[src/rtl/abm_block_sequencer.sv]
// Block-copy sequencer: walks a strided list of blocks and issues one data_mover command per block.
// Optional macro ABM_SEQ_PERF_EN adds a saturating busy-cycle counter on output perf_cycles.
module abm_block_sequencer #(
  parameter int AW         = 64,
  parameter int CW         = 16,
  parameter int MAX_BURST  = 4096,
  parameter int BEAT_BYTES = 64
) (
  input  logic          clk,
  input  logic          reset,
  input  logic          start,
  input  logic          abort,
  input  logic [AW-1:0] cfg_src_base,
  input  logic [AW-1:0] cfg_dst_base,
  input  logic [AW-1:0] cfg_src_stride,
  input  logic [AW-1:0] cfg_dst_stride,
  input  logic [31:0]   cfg_block_bytes,
  input  logic [CW-1:0] cfg_block_count,
  input  logic [15:0]   cfg_burst_size,
  output logic          idle,
  output logic          done,
  output logic          cfg_error,
  output logic          aborted,
  output logic [CW-1:0] blocks_done,
  output logic [AW-1:0] dm_src_address,
  output logic [AW-1:0] dm_dst_address,
  output logic [63:0]   dm_byte_count,
  output logic [15:0]   dm_burst_size,
  output logic          dm_start,
  input  logic          dm_idle
`ifdef ABM_SEQ_PERF_EN
  , output logic [31:0] perf_cycles
`endif
);

  typedef enum logic [2:0] {
    IDLE,
    CHECK,
    WAIT_DM,
    LAUNCH,
    WAIT_BUSY,
    WAIT_IDLE,
    FINISH
  } state_t;

  localparam logic [AW-1:0] ADDR_MASK  = AW'(BEAT_BYTES - 1);
  localparam logic [31:0]   BYTES_MASK = 32'(BEAT_BYTES - 1);
  localparam logic [15:0]   BURST_MASK = 16'(BEAT_BYTES - 1);

  state_t        r_state;
  state_t        w_state_next;
  logic [AW-1:0] r_src_next;
  logic [AW-1:0] r_dst_next;
  logic [AW-1:0] r_src_stride;
  logic [AW-1:0] r_dst_stride;
  logic [31:0]   r_block_bytes;
  logic [CW-1:0] r_block_count;
  logic [15:0]   r_burst_size;
  logic          r_idle;
  logic          r_cfg_error;
  logic          r_aborted;
  logic [CW-1:0] r_blocks_done;
  logic [AW-1:0] r_dm_src;
  logic [AW-1:0] r_dm_dst;
  logic [63:0]   r_dm_bytes;
  logic [15:0]   r_dm_burst;

  logic w_accept;
  logic w_cfg_bad;
  logic w_last;
  logic w_load_launch;
  logic w_block_end;
  logic w_done;
  logic w_dm_start;

  // r_src_next/r_dst_next still hold the bases while in CHECK, so alignment is checked on them.
  assign w_cfg_bad = (r_block_count == '0) ||
                     (r_block_bytes == '0) ||
                     (r_burst_size == '0) ||
                     (32'(r_burst_size) > 32'(MAX_BURST)) ||
                     ((r_burst_size & BURST_MASK) != '0) ||
                     ((r_block_bytes & BYTES_MASK) != '0) ||
                     ((r_src_next & ADDR_MASK) != '0) ||
                     ((r_dst_next & ADDR_MASK) != '0);

  assign w_last = (r_blocks_done + CW'(1)) == r_block_count;

  always_ff @(posedge clk or posedge reset) begin
    if (reset) r_state <= IDLE;
    else       r_state <= w_state_next;
  end

  always_comb begin
    w_state_next  = r_state;
    w_accept      = 1'b0;
    w_load_launch = 1'b0;
    w_block_end   = 1'b0;
    w_done        = 1'b0;
    w_dm_start    = 1'b0;
    case (r_state)
      IDLE: begin
        if (start) begin
          w_accept     = 1'b1;
          w_state_next = CHECK;
        end
      end
      CHECK:     w_state_next = w_cfg_bad ? FINISH : WAIT_DM;
      WAIT_DM: begin
        if (dm_idle) begin
          w_load_launch = 1'b1;
          w_state_next  = LAUNCH;
        end
      end
      LAUNCH: begin
        w_dm_start   = 1'b1;
        w_state_next = WAIT_BUSY;
      end
      WAIT_BUSY: begin
        if (!dm_idle) w_state_next = WAIT_IDLE;
      end
      WAIT_IDLE: begin
        if (dm_idle) begin
          w_block_end  = 1'b1;
          w_state_next = (w_last || abort) ? FINISH : WAIT_DM;
        end
      end
      FINISH: begin
        w_done       = 1'b1;
        w_state_next = IDLE;
      end
      default:   w_state_next = IDLE;
    endcase
  end

  // Command registers load on entry to LAUNCH so they hold steady across the whole block.
  always_ff @(posedge clk or posedge reset) begin
    if (reset) begin
      r_src_next    <= '0;
      r_dst_next    <= '0;
      r_src_stride  <= '0;
      r_dst_stride  <= '0;
      r_block_bytes <= '0;
      r_block_count <= '0;
      r_burst_size  <= '0;
      r_idle        <= 1'b1;
      r_cfg_error   <= 1'b0;
      r_aborted     <= 1'b0;
      r_blocks_done <= '0;
      r_dm_src      <= '0;
      r_dm_dst      <= '0;
      r_dm_bytes    <= '0;
      r_dm_burst    <= '0;
    end else begin
      if (w_accept) begin
        r_src_next    <= cfg_src_base;
        r_dst_next    <= cfg_dst_base;
        r_src_stride  <= cfg_src_stride;
        r_dst_stride  <= cfg_dst_stride;
        r_block_bytes <= cfg_block_bytes;
        r_block_count <= cfg_block_count;
        r_burst_size  <= cfg_burst_size;
        r_idle        <= 1'b0;
        r_cfg_error   <= 1'b0;
        r_aborted     <= 1'b0;
        r_blocks_done <= '0;
      end
      if (r_state == CHECK && w_cfg_bad) r_cfg_error <= 1'b1;
      if (w_load_launch) begin
        r_dm_src   <= r_src_next;
        r_dm_dst   <= r_dst_next;
        r_dm_bytes <= 64'(r_block_bytes);
        r_dm_burst <= r_burst_size;
      end
      if (w_block_end) begin
        r_blocks_done <= r_blocks_done + CW'(1);
        r_src_next    <= r_src_next + r_src_stride;
        r_dst_next    <= r_dst_next + r_dst_stride;
        if (abort && !w_last) r_aborted <= 1'b1;
      end
      if (r_state == FINISH) r_idle <= 1'b1;
    end
  end

`ifdef ABM_SEQ_PERF_EN
  logic [31:0] r_perf_cycles;

  always_ff @(posedge clk or posedge reset) begin
    if (reset)                                  r_perf_cycles <= '0;
    else if (w_accept)                          r_perf_cycles <= '0;
    else if (!r_idle && (r_perf_cycles != '1))  r_perf_cycles <= r_perf_cycles + 32'd1;
  end

  assign perf_cycles = r_perf_cycles;
`endif

  assign idle           = r_idle;
  assign done           = w_done;
  assign cfg_error      = r_cfg_error;
  assign aborted        = r_aborted;
  assign blocks_done    = r_blocks_done;
  assign dm_src_address = r_dm_src;
  assign dm_dst_address = r_dm_dst;
  assign dm_byte_count  = r_dm_bytes;
  assign dm_burst_size  = r_dm_burst;
  assign dm_start       = w_dm_start;

endmodule
[config.mk]
export PLATFORM = sky130hd
export DESIGN_NAME = abm_block_sequencer
export DESIGN_NICKNAME = d
export VERILOG_FILES = /design/src/rtl/abm_block_sequencer.sv
export SDC_FILE = /design/constraint.sdc
export NUM_CORES = 1
export LEC_CHECK = 0
export ABC_AREA = 1
export CAP_MARGIN = 20
export CORE_MARGIN = 3
export CORE_UTILIZATION = 48
export DETAILED_ROUTE_END_ITERATION = 8
export HOLD_SLACK_MARGIN = 0.03
export PLACE_DENSITY = 0.77
export SYNTH_ARGS = -nofsm -noshare
export SYNTH_HDL_FRONTEND = slang
export SYNTH_SLANG_ARGS = --single-unit
[constraint.sdc]
create_clock -name clk -period 21.6 [get_ports clk]
set_input_delay 2.16 -clock clk [delete_from_list [all_inputs] [get_ports clk]]
set_output_delay 2.16 -clock clk [all_outputs]
set_load 0.05 [all_outputs]
==> key figures, run 1 <==
CTS
  • CTS HTree Levels: 2
  • Root buffer cell: clkbuf_16
  • Hold buffers post-CTS: 0
  • Clock tree from TritonCTS: done
  • Maximum clock insertion buffer count: 3
  • # resized after CTS: 0
  • Clock Latency Late Sink: 0.64 ns
  • Clk sinks: roughly 520
  • Post-CTS setup buffers: 0
  • Inserted Clock Buffers: 53
  • Reg clk slew, reported paths: 0.06 ns

Yosys
  • Register area share after synthesis: 41.9%
  • Synth area leader: dfrtp_1
  • Area share of the largest cell type after synthesis: 41.8%
  • Async SR Flop Fraction: between 90% and 100%
  • Synth top cells by count: nand2_1 (1,462), inv_1 (530), dfrtp_1 (517), nor2_1 (377), o21ai_0 (357)
  • Post-synth cell types: 40
  • Register bit total from synthesis: 518
  • Top FF cell, synth: dfrtp_1
  • Largest cells by area after synthesis: dfrtp_1 (42%), nand2_1 (18%), inv_1 (6.4%)
  • Count leader, synth: nand2_1
  • Syn Area/Cell: 7.20 um^2
  • Post-synth EDFFs: 0
  • Ys Warns: 0
  • Mapped Area: between 30,000 and 40,000 um^2
  • Post-Synthesis Cells: ~4,300

Critical path
  • Worst path slowest cell: buf_4
  • Worst setup EP type: flop
  • Worst-path maximum fanout: between 80 and 90
  • Worst Path Buf+Inv: 5
  • CP max stage delay: roughly 0.87 ns
  • CP startpoint kind: input pin
  • Crit Path Category: input pin to flop
  • Most used cell, CP: buf_4
  • Worst EP arrival: 6.35 ns
  • Worst Path Required: between 20 and 25 ns
  • CP Cell Sequence: clkdlybuf4s50_1, inv_1, nor2_4, buf_4, inv_2, nand2_4, buf_4, o21a_1, o21ai_0, nand2_1
  • Critical path's top delay family: buffers and inverters

Placed design
  • Hpwl dp: 85,900 um
  • Post-Place Worst Slack: between 15 and 20 ns
  • Placed Area: approximately 37,000 um^2
  • Port bufs: approximately 520
  • GPL Wtd Cong: 0.997

STA
  • Final Skew: 0.0562 ns
  • Max Freq: 0.172 GHz
  • Final worst-path cycle share: 27.0%
  • Final Hold Fails: 0
  • Slew @ Worst Pin: 1.08 ns
  • Post-route setup slack: between 15 and 20 ns
  • Slew margin rel.: 27.7%
  • Total negative slack: 0 ns
  • Final setup fails: 0
  • Tmin final: 5.82 ns
  • RSZ-0062 raised after global routing: false
  • Max-slew violation count: 0

Die
  • Core box area: 63,400 um^2
  • Die Footprint: slightly below 70,000 um^2
  • IO Count: 554
  • Die width: 260 um
  • # rows: 92
  • Die Ht: approximately 260 um
  • Starting density of the core: between 40% and 50%

Detailed routing
  • Antenna viol nets, final: 0
  • DRC viols: 0
  • Routed wire length: about 110,000 um
  • 1st-iter DRT viols: about 2,500
  • Wire per inst: between 15 and 20 um
  • Via/cell ratio: 5.35
  • Via Count: 30,300
  • Initial DRT Pass Iterations: 7

Global routing
  • Vias in the first global route: roughly 30,000
  • Wire length of the first global-routing pass: 168,000 um
  • Initial antenna violation count: 8
  • Largest net degree at the start of global routing: 190
  • Gr ovfl total: 0
  • Total global-route track usage: 32.0%

Power and ir drop
  • Maximum vdd ir drop: 0.0000890 V
  • Static Leak: 18.6 nW
  • PwrDens: 173 nW/um^2
  • Seq pwr share: between 20% and 30%
  • Sw power: 3.41 mW
  • Power Total: between 6 and 7 mW
  • Switch share: 51.1%
  • Clock network power share: 14.8%
  • Power Internal: 3.27 mW
  • Comb power frac: slightly below 60%

Layout
  • Layout cells sized above 1: just under 4%
  • Layout net count: about 5,200
  • Area Overhead vs Synth: 24.9%
  • Final Instance Area: ~39,000 um^2
  • FILL cells: 5,796

Flow run
  • Max-cap viol count: 0

Min path
  • Hold Path Class: flop to flop

Status
  • Status: finished, final reports clean
==> worst min-delay path, stage by stage, from the launching register on <==
cell and delay (ns):
dfrtp_1 0.34, nand2_1 0.05, nand2_1 0.05
==> kinds of logic (layout without fill, tap and decap cells) <==
group / after synthesis / after routing / share of synthesized area [%]
and+or+nand+nor: 2160 / 2160 / 27.9
buffers and inverters: 697 / 1177 / 9.10
AOI/OAI and AO/OA: 693 / 693 / 12.5
DFF: 518 / 518 / 41.9
adders and majority gates: 129 / 129 / 5.26
muxes: 60 / 60 / 2.18
xor gates and xnor gates: 44 / 44 / 1.24
other: 1 / 38 / 0.0121
==> power groups by stage <==
stage                     sequential [mW]  clock [mW]  combinational (mW)
after floorplan                      2.17           0                2.22
after global placement               1.72           0                3.87
after detailed placement             1.74           0                3.91
after CTS                            1.73        1.00                3.94
after global routing                 1.78        1.04                4.37
final                                1.73       0.990                3.97
==> per-stage QoR <==
step | hold WS, ns | std cells | utilization, %
2_1_floorplan | 0.446 | 4333 | -
3_3_place_gp | 0.458 | 5559 | 57.9
3_5_place_dp | 0.463 | 5559 | 57.9
4_1_cts | 0.479 | 5658 | 60.9
5_1_grt | 0.503 | 5663 | 61.0
6_report | 0.474 | 5665 | 61.0
==> final cells by class <==
class	instances	area, um^2	share of cell area, %
multi-input cells	3118	15300	39.6
diodes	6	15.0	0.0388
clock inverters	23	344	0.890
well taps	846	1060	2.74
clock buffers	76	1550	4.02
flip-flops and latches	518	13000	33.5
repair buffers	540	5390	13.9
inverters	538	2030	5.25
==> worst paths after layout <==
kind | endpoint | slack, ns | cells past startpoint | start
max | r_src_next[35] | 15.78 | 10 | dm_idle
min | r_src_stride[24] | 0.47 | 2 | r_src_stride[24]
max reg2reg | r_src_next[35] | 17.24 | 13 | r_state[0]
min reg2reg | r_src_stride[24] | 0.47 | 2 | r_src_stride[24]
max in group asynchronous | r_dst_next[30] | 16.49 | 5 | reset
min in group asynchronous | r_src_next[59] | 2.15 | 2 | reset
==> registers in the layout (all words and copies together), names as in the netlist, 32 cells and up <==
register        count
r_dst_next         64
r_block_bytes      32
dm_dst_address     64
dm_byte_count      32
dm_src_address     64
r_src_stride       64
r_src_next         64
r_dst_stride       64
==> layer usage <==
metal | vias up | global-route usage [%] | routed length, um
met5 | - | 0 | 34
met4 | 6 | 12.6 | 4630
met3 | 227 | 6.05 | 8050
met2 | 1132 | 53.0 | 51600
met1 | 14300 | 41.4 | 46100
li1 | 14700 | - | -
==> cells in the final DEF (no fill, tap or decap), types with 4 or more instances in the layout <==
master | Yosys | final
diode_2 | 0 | 6
nand3b_1 | 4 | 4
a21boi_0 | 9 | 9
nand4_1 | 37 | 37
and2_1 | 6 | 6
o21a_1 | 42 | 42
buf_4 | 37 | 17
a21o_1 | 8 | 8
o21ai_0 | 357 | 357
xor2_1 | 33 | 33
o221ai_1 | 27 | 27
clkdlybuf4s50_1 | 0 | 521
inv_2 | 8 | 7
mux2_2 | 60 | 60
nand3_1 | 216 | 215
inv_1 | 530 | 529
o21bai_1 | 20 | 20
and3_1 | 4 | 4
nor2_1 | 377 | 377
conb_1 | 1 | 32
bufinv_16 | 0 | 6
dfrtp_1 | 517 | 517
o211ai_1 | 21 | 21
clkinv_2 | 0 | 7
nand2_1 | 1462 | 1462
nor3_1 | 27 | 27
a21oi_1 | 187 | 187
xnor2_1 | 11 | 11
ha_1 | 127 | 127
clkbuf_1 | 65 | 9
a31oi_1 | 4 | 4
clkbuf_16 | 0 | 53
clkbuf_8 | 0 | 14
o22ai_1 | 15 | 15
nor4_1 | 20 | 20
No activity file was read; power rests on OpenSTA's default activity.
==> inputs of run 2 (changes only) <==
Clock period 21.6 ns to 5.75 ns, I/O delays scaled along.
==> key figures, run 2 (synthesis results as in run 1) <==
Status
  • Status: finished, final reports clean

CTS
  • CTS HTree Levels: 2
  • Reg clk slew, reported paths: approximately 0.060 ns
  • Clk sinks: about 520
  • Clock tree from TritonCTS: done
  • Hold buffers post-CTS: 0
  • Inserted Clock Buffers: 56
  • Post-CTS setup buffers: 0
  • Clock Latency Late Sink: about 0.63 ns
  • Maximum clock insertion buffer count: 3
  • Root buffer cell: clkbuf_16
  • # resized after CTS: 0

STA
  • Hold WS: 0.477 ns
  • Tmin final: between 3 and 4 ns
  • Final setup fails: 0
  • Slew @ Worst Pin: 1.10 ns
  • Final Hold Fails: 0
  • Max Freq: approximately 0.3 GHz
  • Max-slew violation count: 0
  • Final worst-path cycle share: 57.4%
  • Slew margin rel.: approximately a quarter
  • RSZ-0062 raised after global routing: false
  • Final Skew: 0.0237 ns

Die
  • IO Count: 554
  • Starting density of the core: between 40% and 50%
  • Die Ht: 260 um
  • # rows: 92
  • Die Footprint: just under 70,000 um^2
  • Core box area: 63,400 um^2
  • Die width: 260 um

Flow run
  • Max-cap viol count: 0

Layout
  • Area Overhead vs Synth: 25.2%
  • Most common cell after layout, fill and taps aside: nand2_1
  • Area of the multi-input gates: about 15,000 um^2
  • FILL cells: 5,805
  • Seq. cell area: 13,000 um^2
  • Layout net count: 5,230
  • Layout cells sized above 1: approximately 4%
  • Most frequent cells in the layout: nand2_1 (1,462), inv_1 (529), clkdlybuf4s50_1 (521), dfrtp_1 (517), nor2_1 (377)

Detailed routing
  • Initial DRT Pass Iterations: 6
  • Met2 wire len: 52,000 um
  • Wire per inst: 19.5 um
  • Met3 WL: 7820 um
  • DRC viols: 0
  • Antenna viol nets, final: 0
  • Routed wire length: 111,000 um
  • Via Count: 30,300
  • Max layer used: met5
  • Via/cell ratio: between 5 and 6
  • 1st-iter DRT viols: 2,670
  • M1 WL: around 46,000 um

Global routing
  • Wire length of the first global-routing pass: between 150,000 and 200,000 um
  • Vias in the first global route: 29,500
  • Largest net degree at the start of global routing: 171
  • Initial antenna violation count: 10
  • Gr ovfl total: 0
  • Total global-route track usage: 32.2%

Critical path
  • CP max stage delay: 0.93 ns
  • Crit Path Category: flop to output port
  • Worst Path Buf+Inv: 2
  • CP startpoint kind: flop
  • CP Cell Sequence: inv_2, nor3_1, clkdlybuf4s50_1
  • R2r setup slk: 2.61 ns
  • Worst Path Required: 5.18 ns
  • Worst path slowest cell: clkdlybuf4s50_1
  • Worst setup EP type: output port
  • Worst EP arrival: 2.73 ns
  • Worst-path maximum fanout: 7
  • Critical path's top delay family: buffers and inverters

Placed design
  • GPL Wtd Cong: 1.02
  • Hpwl dp: 86,000 um
  • Port bufs: 521

Power and ir drop
  • Maximum vdd ir drop: 0.000411 V
  • Static Leak: 18.7 nW
  • PwrDens: 650 nW/um^2
  • Power Total: 25.2 mW

Min path
  • Hold Path Class: flop to flop
[run 2: cell count changes in the layout (fill, tap and decap cells not counted), moves of 2 or more]
cell	change
buf_12	+2
clkinvlp_4	+4
clkbuf_8	-5
clkbuf_1	-4
clkinv_2	+7
clkbuf_16	+4
diode_2	+2
[run 2: report_power, final]
part | internal, mW | switching (mW) | total [mW]
registers | 5.34 | 1.19 | 6.53
logic | 4.80 | 10.1 | 14.9
clock network | 2.17 | 1.57 | 3.74
[run 2: metrics by stage]
| stage | instances | setup WS, ns | TNS [ns] | utilization (%) | cell area, um^2 |
|---|---|---|---|---|---|
| after floorplan | 4333 | -1.86 | -961.85 | - | 31100 |
| after global placement | 5562 | 2.24 | 0 | 58.0 | 36800 |
| after detailed placement | 5562 | 2.16 | 0 | 58.0 | 36800 |
| after CTS | 5664 | 2.44 | 0 | 61.0 | 38700 |
| after global routing | 5671 | 2.37 | 0 | 61.1 | 38700 |
| final | 5674 | 2.45 | 0 | 61.1 | 38800 |
[run 2: path summary, 6_finish.rpt]
check | cells past startpoint | to | startpoint
setup / recovery | 3 | done | r_state[2]
hold / removal | 2 | r_src_stride[0] | r_src_stride[0]
setup reg to reg | 15 | r_dst_next[48] | r_dst_next[0]
hold reg to reg | 2 | r_src_stride[0] | r_src_stride[0]
max in group asynchronous | 3 | dm_byte_count[11] | reset
min in group asynchronous | 2 | dm_src_address[56] | reset
[run 2: final cells by class]
type / count / share of cell area [%]
multi-input cells: 3118 / 39.5
flip-flops and latches: 518 / 33.4
clock buffers: 71 / 4.05
repair buffers: 544 / 14.1
inverters: 538 / 5.23
diodes: 8 / 0.0517
clock inverters: 31 / 0.888
well taps: 846 / 2.73
[run 2: routing by layer]
layer,vias up,track usage [%]
met5,-,0
met4,6,12.5
met3,203,5.34
met2,1124,53.2
met1,14300,42.2
li1,14700,-
[run 2: worst reg2reg max path, cell delays in order, from the launching register on]
cell	delay [ns]
dfrtp_1	0.48
ha_1	0.22
inv_1	0.06
fa_1	0.39
inv_1	0.07
nand3_1	0.06
nand2_1	0.14
nand2_1	0.07
nand3_1	0.18
inv_1	0.08
o21ai_0	0.50
nand3_1	0.30
nand4_1	0.18
nand3_1	0.15
nand2_1	0.10
nand2_1	0.05
